`src/rtl/iob_ram_fifo_ctrl.sv`:
```
`default_nettype none
// ============================================================================
// Module  : iob_ram_fifo_ctrl
// Brief   : FIFO pointer/level/flag controller for an external dual-port RAM
// Revision: 1.0
// ============================================================================
module iob_ram_fifo_ctrl #(
  parameter int DATA_W = 32,
  parameter int ADDR_W = 10
) (
  input  logic                clk,
  input  logic                rst,
  input  logic                w_en,
  input  logic [DATA_W-1:0]   w_data,
  output logic                w_full,
  input  logic                r_en,
  output logic [DATA_W-1:0]   r_data,
  output logic                r_valid,
  output logic                r_empty,
  output logic [ADDR_W:0]     level,
  output logic                overflow,
  output logic                underflow,
  output logic                ram_en_a,
  output logic [DATA_W/8-1:0] ram_we_a,
  output logic [ADDR_W-1:0]   ram_addr_a,
  output logic [DATA_W-1:0]   ram_din_a,
  output logic                ram_en_b,
  output logic [ADDR_W-1:0]   ram_addr_b,
  input  logic [DATA_W-1:0]   ram_dout_b
);

  localparam logic [ADDR_W:0]   c_depth  = {1'b1, {ADDR_W{1'b0}}};
  localparam logic [ADDR_W-1:0] c_ptrInc = ADDR_W'(1);
  localparam logic [ADDR_W:0]   c_lvlInc = (ADDR_W+1)'(1);

  logic [ADDR_W-1:0] r_wrPtr;
  logic [ADDR_W-1:0] r_rdPtr;
  logic [ADDR_W:0]   r_level;
  logic              r_rdValid;
  logic              r_overflow;
  logic              r_underflow;
  logic              w_push;
  logic              w_pop;

  // Flags come from the level register alone, so a simultaneous push/pop
  // sees the pre-update full/empty state.
  assign w_full  = (r_level == c_depth);
  assign r_empty = (r_level == '0);
  assign w_push  = w_en & ~w_full;
  assign w_pop   = r_en & ~r_empty;

  assign ram_en_a   = w_push;
  assign ram_we_a   = {(DATA_W/8){w_push}};
  assign ram_addr_a = r_wrPtr;
  assign ram_din_a  = w_data;
  assign ram_en_b   = w_pop;
  assign ram_addr_b = r_rdPtr;

  // RAM output only changes on an enabled read, so it holds the last pop.
  assign r_data    = ram_dout_b;
  assign r_valid   = r_rdValid;
  assign level     = r_level;
  assign overflow  = r_overflow;
  assign underflow = r_underflow;

  always_ff @(posedge clk or posedge rst) begin
    if (rst) begin
      r_wrPtr     <= '0;
      r_rdPtr     <= '0;
      r_level     <= '0;
      r_rdValid   <= 1'b0;
      r_overflow  <= 1'b0;
      r_underflow <= 1'b0;
    end else begin
      if (w_push) r_wrPtr <= r_wrPtr + c_ptrInc;
      if (w_pop)  r_rdPtr <= r_rdPtr + c_ptrInc;
      r_rdValid <= w_pop;
      if (w_en & w_full)  r_overflow  <= 1'b1;
      if (r_en & r_empty) r_underflow <= 1'b1;
      case ({w_push, w_pop})
        2'b10:   r_level <= r_level + c_lvlInc;
        2'b01:   r_level <= r_level - c_lvlInc;
        default: r_level <= r_level;
      endcase
    end
  end

endmodule
`default_nettype wire
```
`config.mk`:
```
export PLATFORM = sky130hd
export DESIGN_NAME = iob_ram_fifo_ctrl
export DESIGN_NICKNAME = d
export VERILOG_FILES = /design/src/rtl/iob_ram_fifo_ctrl.sv
export SDC_FILE = /design/constraint.sdc
export NUM_CORES = 1
export LEC_CHECK = 0
export CORE_MARGIN = 3
export CORE_UTILIZATION = 55
export CTS_CLUSTER_DIAMETER = 200
export DETAILED_ROUTE_END_ITERATION = 8
export DONT_BUFFER_PORTS = 1
export GPL_ROUTABILITY_DRIVEN = 1
export PLACE_DENSITY = 0.68
export SLEW_MARGIN = 20
export SYNTH_ARGS = -nofsm -noshare
export SYNTH_HDL_FRONTEND = slang
export SYNTH_SLANG_ARGS = --single-unit
```
`constraint.sdc`:
```
create_clock -name clk -period 4 [get_ports clk]
set_clock_uncertainty 0.05 [all_clocks]
set_input_delay 0.8 -clock clk [delete_from_list [all_inputs] [get_ports clk]]
set_output_delay 0.8 -clock clk [all_outputs]
set_load 0.02 [all_outputs]
```
### Yosys cells after proc, flatten, opt, wreduce, memory -nomap -nowiden

Index checks and enable logic that the tools add are counted.

* register bits: 34
* input bits: 68
* output and inout bits: 106
* logic and storage cells: 22

* add/sub/neg operators: 4
* equality and inequality tests: 3
* multiplexer cells: 1
* bitwise logic cells: 6
* reduce and logical (&&, ||, !) cells: 2

Operators with widths (count)
* $pmux W11 S2: 1
* $add A10 B1 Y10 const B: 2
* $add A11 B1 Y11 const B: 1
* $eq A11 B11 Y1 const B: 1
* $logic_not A11 Y1: 1
* $sub A11 B1 Y11 const B: 1
* $and A1 B1 Y1: 4
* $eq A2 B1 Y1 const B: 1
* $eq A2 B2 Y1 const B: 1
* $not A1 Y1: 2
* $reduce_bool A2 Y1: 1

### Depth between registers and ports, before layout

* word-level depth: 5
* mapped depth: 10
* mapped depth without buffers: 10

### Worst setup path after synthesis

No wires, ideal clock.

* path kind: input -> register
* start point: input port r_en
* end point: register r_level[10] (netlist: level[10])
* setup time: 0.086 ns
* arrival time: 3.287 ns
* required time: 3.864 ns
* setup slack: 0.577 ns
* stages: 10
* buffers on the path: 0
* path through: inv_1 a41oi_2 ha_1 inv_1 fa_1 nor2b_4 o31a_1 o31a_1 mux2_4 nor3_1

* longest elaborated chain between the ends: 3
* elaborated cells on any way between the ends: 5
* classes of those cells: eq/ne: 2; mux: 1; bitwise: 1; reduce/logical: 1

RTL lines
* start, declared: RTL line 16 `input logic r_en,`
* $and A1 B1 Y1 (*): RTL line 50 `assign w_pop = r_en & ~r_empty;`
* net ram_en_b: RTL line 27 `output logic ram_en_b,`
* $eq A2 B1 Y1 or $eq A2 B2 Y1 (tied branches): RTL line 80 `case ({w_push, w_pop})`
* $pmux W11 S2 or $reduce_bool A2 Y1 (tied branches)
* end signal, assigned: RTL line 81 `2'b10: r_level <= r_level + c_lvlInc;`
* end signal, assigned: RTL line 82 `2'b01: r_level <= r_level - c_lvlInc;`
* end signal, assigned: RTL line 83 `default: r_level <= r_level;`
* end, declared: RTL line 38 `logic [ADDR_W:0] r_level;`

Mark *: on every way through the listed nets, which the timed path passes. The rest lies on a longest branch.
A chain may end at the register's enable or synchronous reset.

### Final worst setup path

* start point: register r_level[6] (netlist: level[6])
* end point: register r_level[10] (netlist: level[10])

* longest elaborated chain between the ends: 5
* elaborated cells on any way between the ends: 12
* classes of those cells: add/sub: 2; eq/ne: 3; mux: 1; bitwise: 4; reduce/logical: 2

RTL lines
* parallel branches: the longest is 5 deep, another holds $sub A11 B1 Y11

Parallel ways; which one is timed is not known.

==> impl_summary.log <==
[metrics] status: finished, final reports clean
[metrics] first drt pass iteration count: 4
[metrics] Chip Width: between 70 and 80 µm
[metrics] critical path required time: between 4000 and 5000 ps
[metrics] internal power of the cells: just over 0.8 mW
[metrics] post-synthesis instance total: 256
[metrics] top cells by area, synth: dfrtp_1 35%, buf_4 21%, ha_1 6.3%, xnor2_1 5.1%, xor2_1 3.3%
[metrics] part of the total power dissipated in the clock network: 0.152
[metrics] utilization of the core after routing: 0.496
[metrics] count of vias placed by the detailed router: roughly 1400
[metrics] number of hold-slack violations in the final timing report: 0
[metrics] number of global-route vias before repair: around 1400
[metrics] Die Area: 0.00519 mm²
[metrics] Synth Cell Area: 0.00240 mm²
[metrics] remaining antenna violation count after routing: 0
[metrics] distinct cell type count of the synthesized netlist: 37
[metrics] Critical Path Start Type: flip-flop
[metrics] number of filler cells placed in the layout: about 410
[metrics] Pleak: ~0.96 nW
[metrics] Final Cycle Share: 0.911
[metrics] detailed placement HPWL: around 3600 µm
[metrics] Die H: 72.1 µm
[metrics] crit path setup slack, layout: ~350 ps
[metrics] mean instance size in the synthesized netlist: 9.38 µm²
[metrics] data arrival time of the critical path: between 3000 and 4000 ps
[metrics] root buffer cell: clkbuf_8
[metrics] area share of the largest cell type after synthesis: 0.354
[metrics] Worst Hold Slack: 452 ps
[metrics] Place WS: roughly 400 ps
[metrics] power per standard cell area: around 770 mW/mm²
[metrics] standard cell core area: about 0.0041 mm²
[metrics] maximum clock frequency: about 270 MHz
[metrics] latest clock arrival within the worst-skew pair: 280 ps
[metrics] clock buffer count from CTS: 5
[metrics] area delta synth->final: -15.1%
[metrics] number of hold buffers added after cts: 0
[metrics] remaining design rule violation count: 0
[metrics] type of the most critical hold path: input port to asynchronous set/reset pin
[metrics] effective utilization at floorplan: 0.583
[metrics] most frequent standard cell in the layout excluding fill and tap cells: dfrtp_1
[metrics] share of final-layout standard cells stronger than drive strength 1: 0.0872
[metrics] first-pass GRT wire length: between 7000 and 8000 µm
[metrics] power share of the combinational group: 0.327
[metrics] diode insertion count for antenna repair: 0
[metrics] cell type with the largest total area after synthesis: dfrtp_1
[metrics] number of clock sinks: 34
[metrics] clock buffer depth: 2
[metrics] overall routing resource usage: 0.185
[metrics] via-per-instance ratio: around 5.9
[metrics] critical path class: flip-flop to flip-flop
[metrics] Yosys Warn Count: 0
[metrics] endpoint class of the critical path: flip-flop
[metrics] buffers inserted by post-CTS timing repair: 0
[metrics] initial antenna violation count: 0
[metrics] Synthesized Nets: 337
[metrics] Final setup viols: 0
[metrics] clock slew seen by the registers of the worst setup and hold paths: about 70 ps
[metrics] detailed-route wire length: 4720 µm
[metrics] pin count of the biggest net entering global routing: 35
[metrics] post-layout power: between 1.5 and 2 mW
[metrics] setup repair after global routing missed its margin: false
[metrics] I/O pin count: approximately 170
[metrics] max-capacitance violation count: 0
[metrics] number of cell rows: 23
[metrics] Slew @ Worst Pin: about 600 ps
[metrics] Flop pwr share: 0.522
[metrics] flops & latches, synth: 34
[metrics] total of cells resized after clock tree synthesis: 0
[metrics] H-Tree Level Count: 2
[metrics] global placement routability congestion: between 0.7 and 0.8
[metrics] sequential share of the synthesized area: 0.354
[metrics] number of I/O port buffers: 0
[metrics] DR WL/cell: approximately 19 µm
[metrics] total congestion overflow after global routing: 0
[metrics] fraction of power spent switching nets: 0.476
[metrics] Total Negative Setup Slacks: 0 ps
[metrics] initial drt markers: roughly 60
[metrics] min Tclk post-route: around 3600 ps
[metrics] Max Slew Vio Count: 0
[metrics] max-slew headroom at the worst pin: 0.605
[metrics] most used cells in the layout excluding fill and tap cells: 34 x dfrtp_1, 19 x nand2_1, 16 x nor2_1
[metrics] Psw: about 0.75 mW
[metrics] worst-case vdd ir drop: between 0.4 and 0.5 mV
[metrics] biggest fanout along the worst timing path: 12
[metrics] final layout net count: approximately 280
[metrics] CTS tree: yes
==> power by group through the flow <==
| stage | clock, mW | combinational [mW] | sequential (mW) |
|---|---|---|---|
| 2_1_floorplan | 0 | 0.525 | 0.774 |
| 3_3_place_gp | 0 | 0.501 | 0.825 |
| 3_5_place_dp | 0 | 0.510 | 0.830 |
| 4_1_cts | 0.251 | 0.514 | 0.823 |
| 5_1_grt | 0.271 | 0.593 | 0.848 |
| 6_report | 0.237 | 0.511 | 0.817 |
==> critical path: stages (launching register included) <==
cell	delay, ps
dfrtp_1	490
nor4_2	530
a41o_2	350
ha_1	470
inv_1	160
fa_1	460
nor2b_4	140
o31a_1	220
o31a_1	210
mux2_4	310
nor3_1	160
==> stage by stage <==
stage          instances  cell area, µm²
2_1_floorplan        256            2400
3_3_place_gp         238            1960
3_5_place_dp         238            1960
4_1_cts              245            2040
5_1_grt              245            2040
6_report             245            2040
==> sequential cells by signal, summed over array words and instances (netlist names) <==
signal	cells
level	11
ram_addr_a	10
ram_addr_b	10
overflow	1
r_valid	1
underflow	1
==> worst paths after layout <==
path | from | slack [ps] | cells after the start | to
setup reg to reg | level[6]$_DFFE_PP0P_ | 350 | 10 | level[10]$_DFFE_PP0P_
max in group asynchronous | rst | 3130 | 2 | level[4]$_DFFE_PP0P_
min in group clk | underflow$_DFFE_PP0P_ | 550 | 1 | underflow$_DFFE_PP0P_
setup / recovery | level[6]$_DFFE_PP0P_ | 350 | 10 | level[10]$_DFFE_PP0P_
hold / removal | rst | 450 | 2 | level[7]$_DFFE_PP0P_
hold reg to reg | underflow$_DFFE_PP0P_ | 550 | 1 | underflow$_DFFE_PP0P_
==> routing by layer <==
metal	share of wire	GRT usage	up-vias
met5	0	0	-
met4	0.035	0.111	0
met3	0.085	0.0789	26
met2	0.48	0.280	63
met1	0.40	0.216	676
li1	-	-	677
==> area by class of cell <==
type	count	area, µm²	share of cell area
clock buffers	5	68.8	0.0337
clock inverters	2	10.0	0.00491
inverters	13	48.8	0.0239
multi-input cells	139	983	0.482
flip-flops and latches	34	851	0.417
well taps	50	62.6	0.0307
repair buffers	2	15.0	0.00736
==> Yosys cell counts <==
cell and count:
nor4_1 2, nand3_1 3, a41o_2 1, o22ai_1 1, o31a_1 2, nand2_1 19
o21a_1 3, a41oi_2 1, inv_1 12, buf_4 68, o21ai_0 9, a22o_1 1
nor2_1 16, o31ai_1 1, inv_2 1, o2111ai_1 1, nor4_2 2, mux2_4 1
dfrtp_1 34, mux2_2 1, ha_1 12, o41ai_1 1, a211oi_1 2, a21oi_1 7
xor2_1 9, xnor2_1 14, mux2i_1 1, nand4_1 9, nor3_1 7, o211a_1 1
fa_1 1, a21o_1 6, a311oi_1 1, nor2b_4 1, o21bai_1 1, and3_1 2
clkbuf_1 2
==> logic make-up after synthesis <==
group,count (synthesis),share of synthesized area
buf+inv,83,0.236
simple gates,61,0.126
xor+xnor,23,0.0839
flops,34,0.354
mux,3,0.0151
compound gates,39,0.114
fa+ha+maj,13,0.0709
Power figures use the tool's default switching activity.
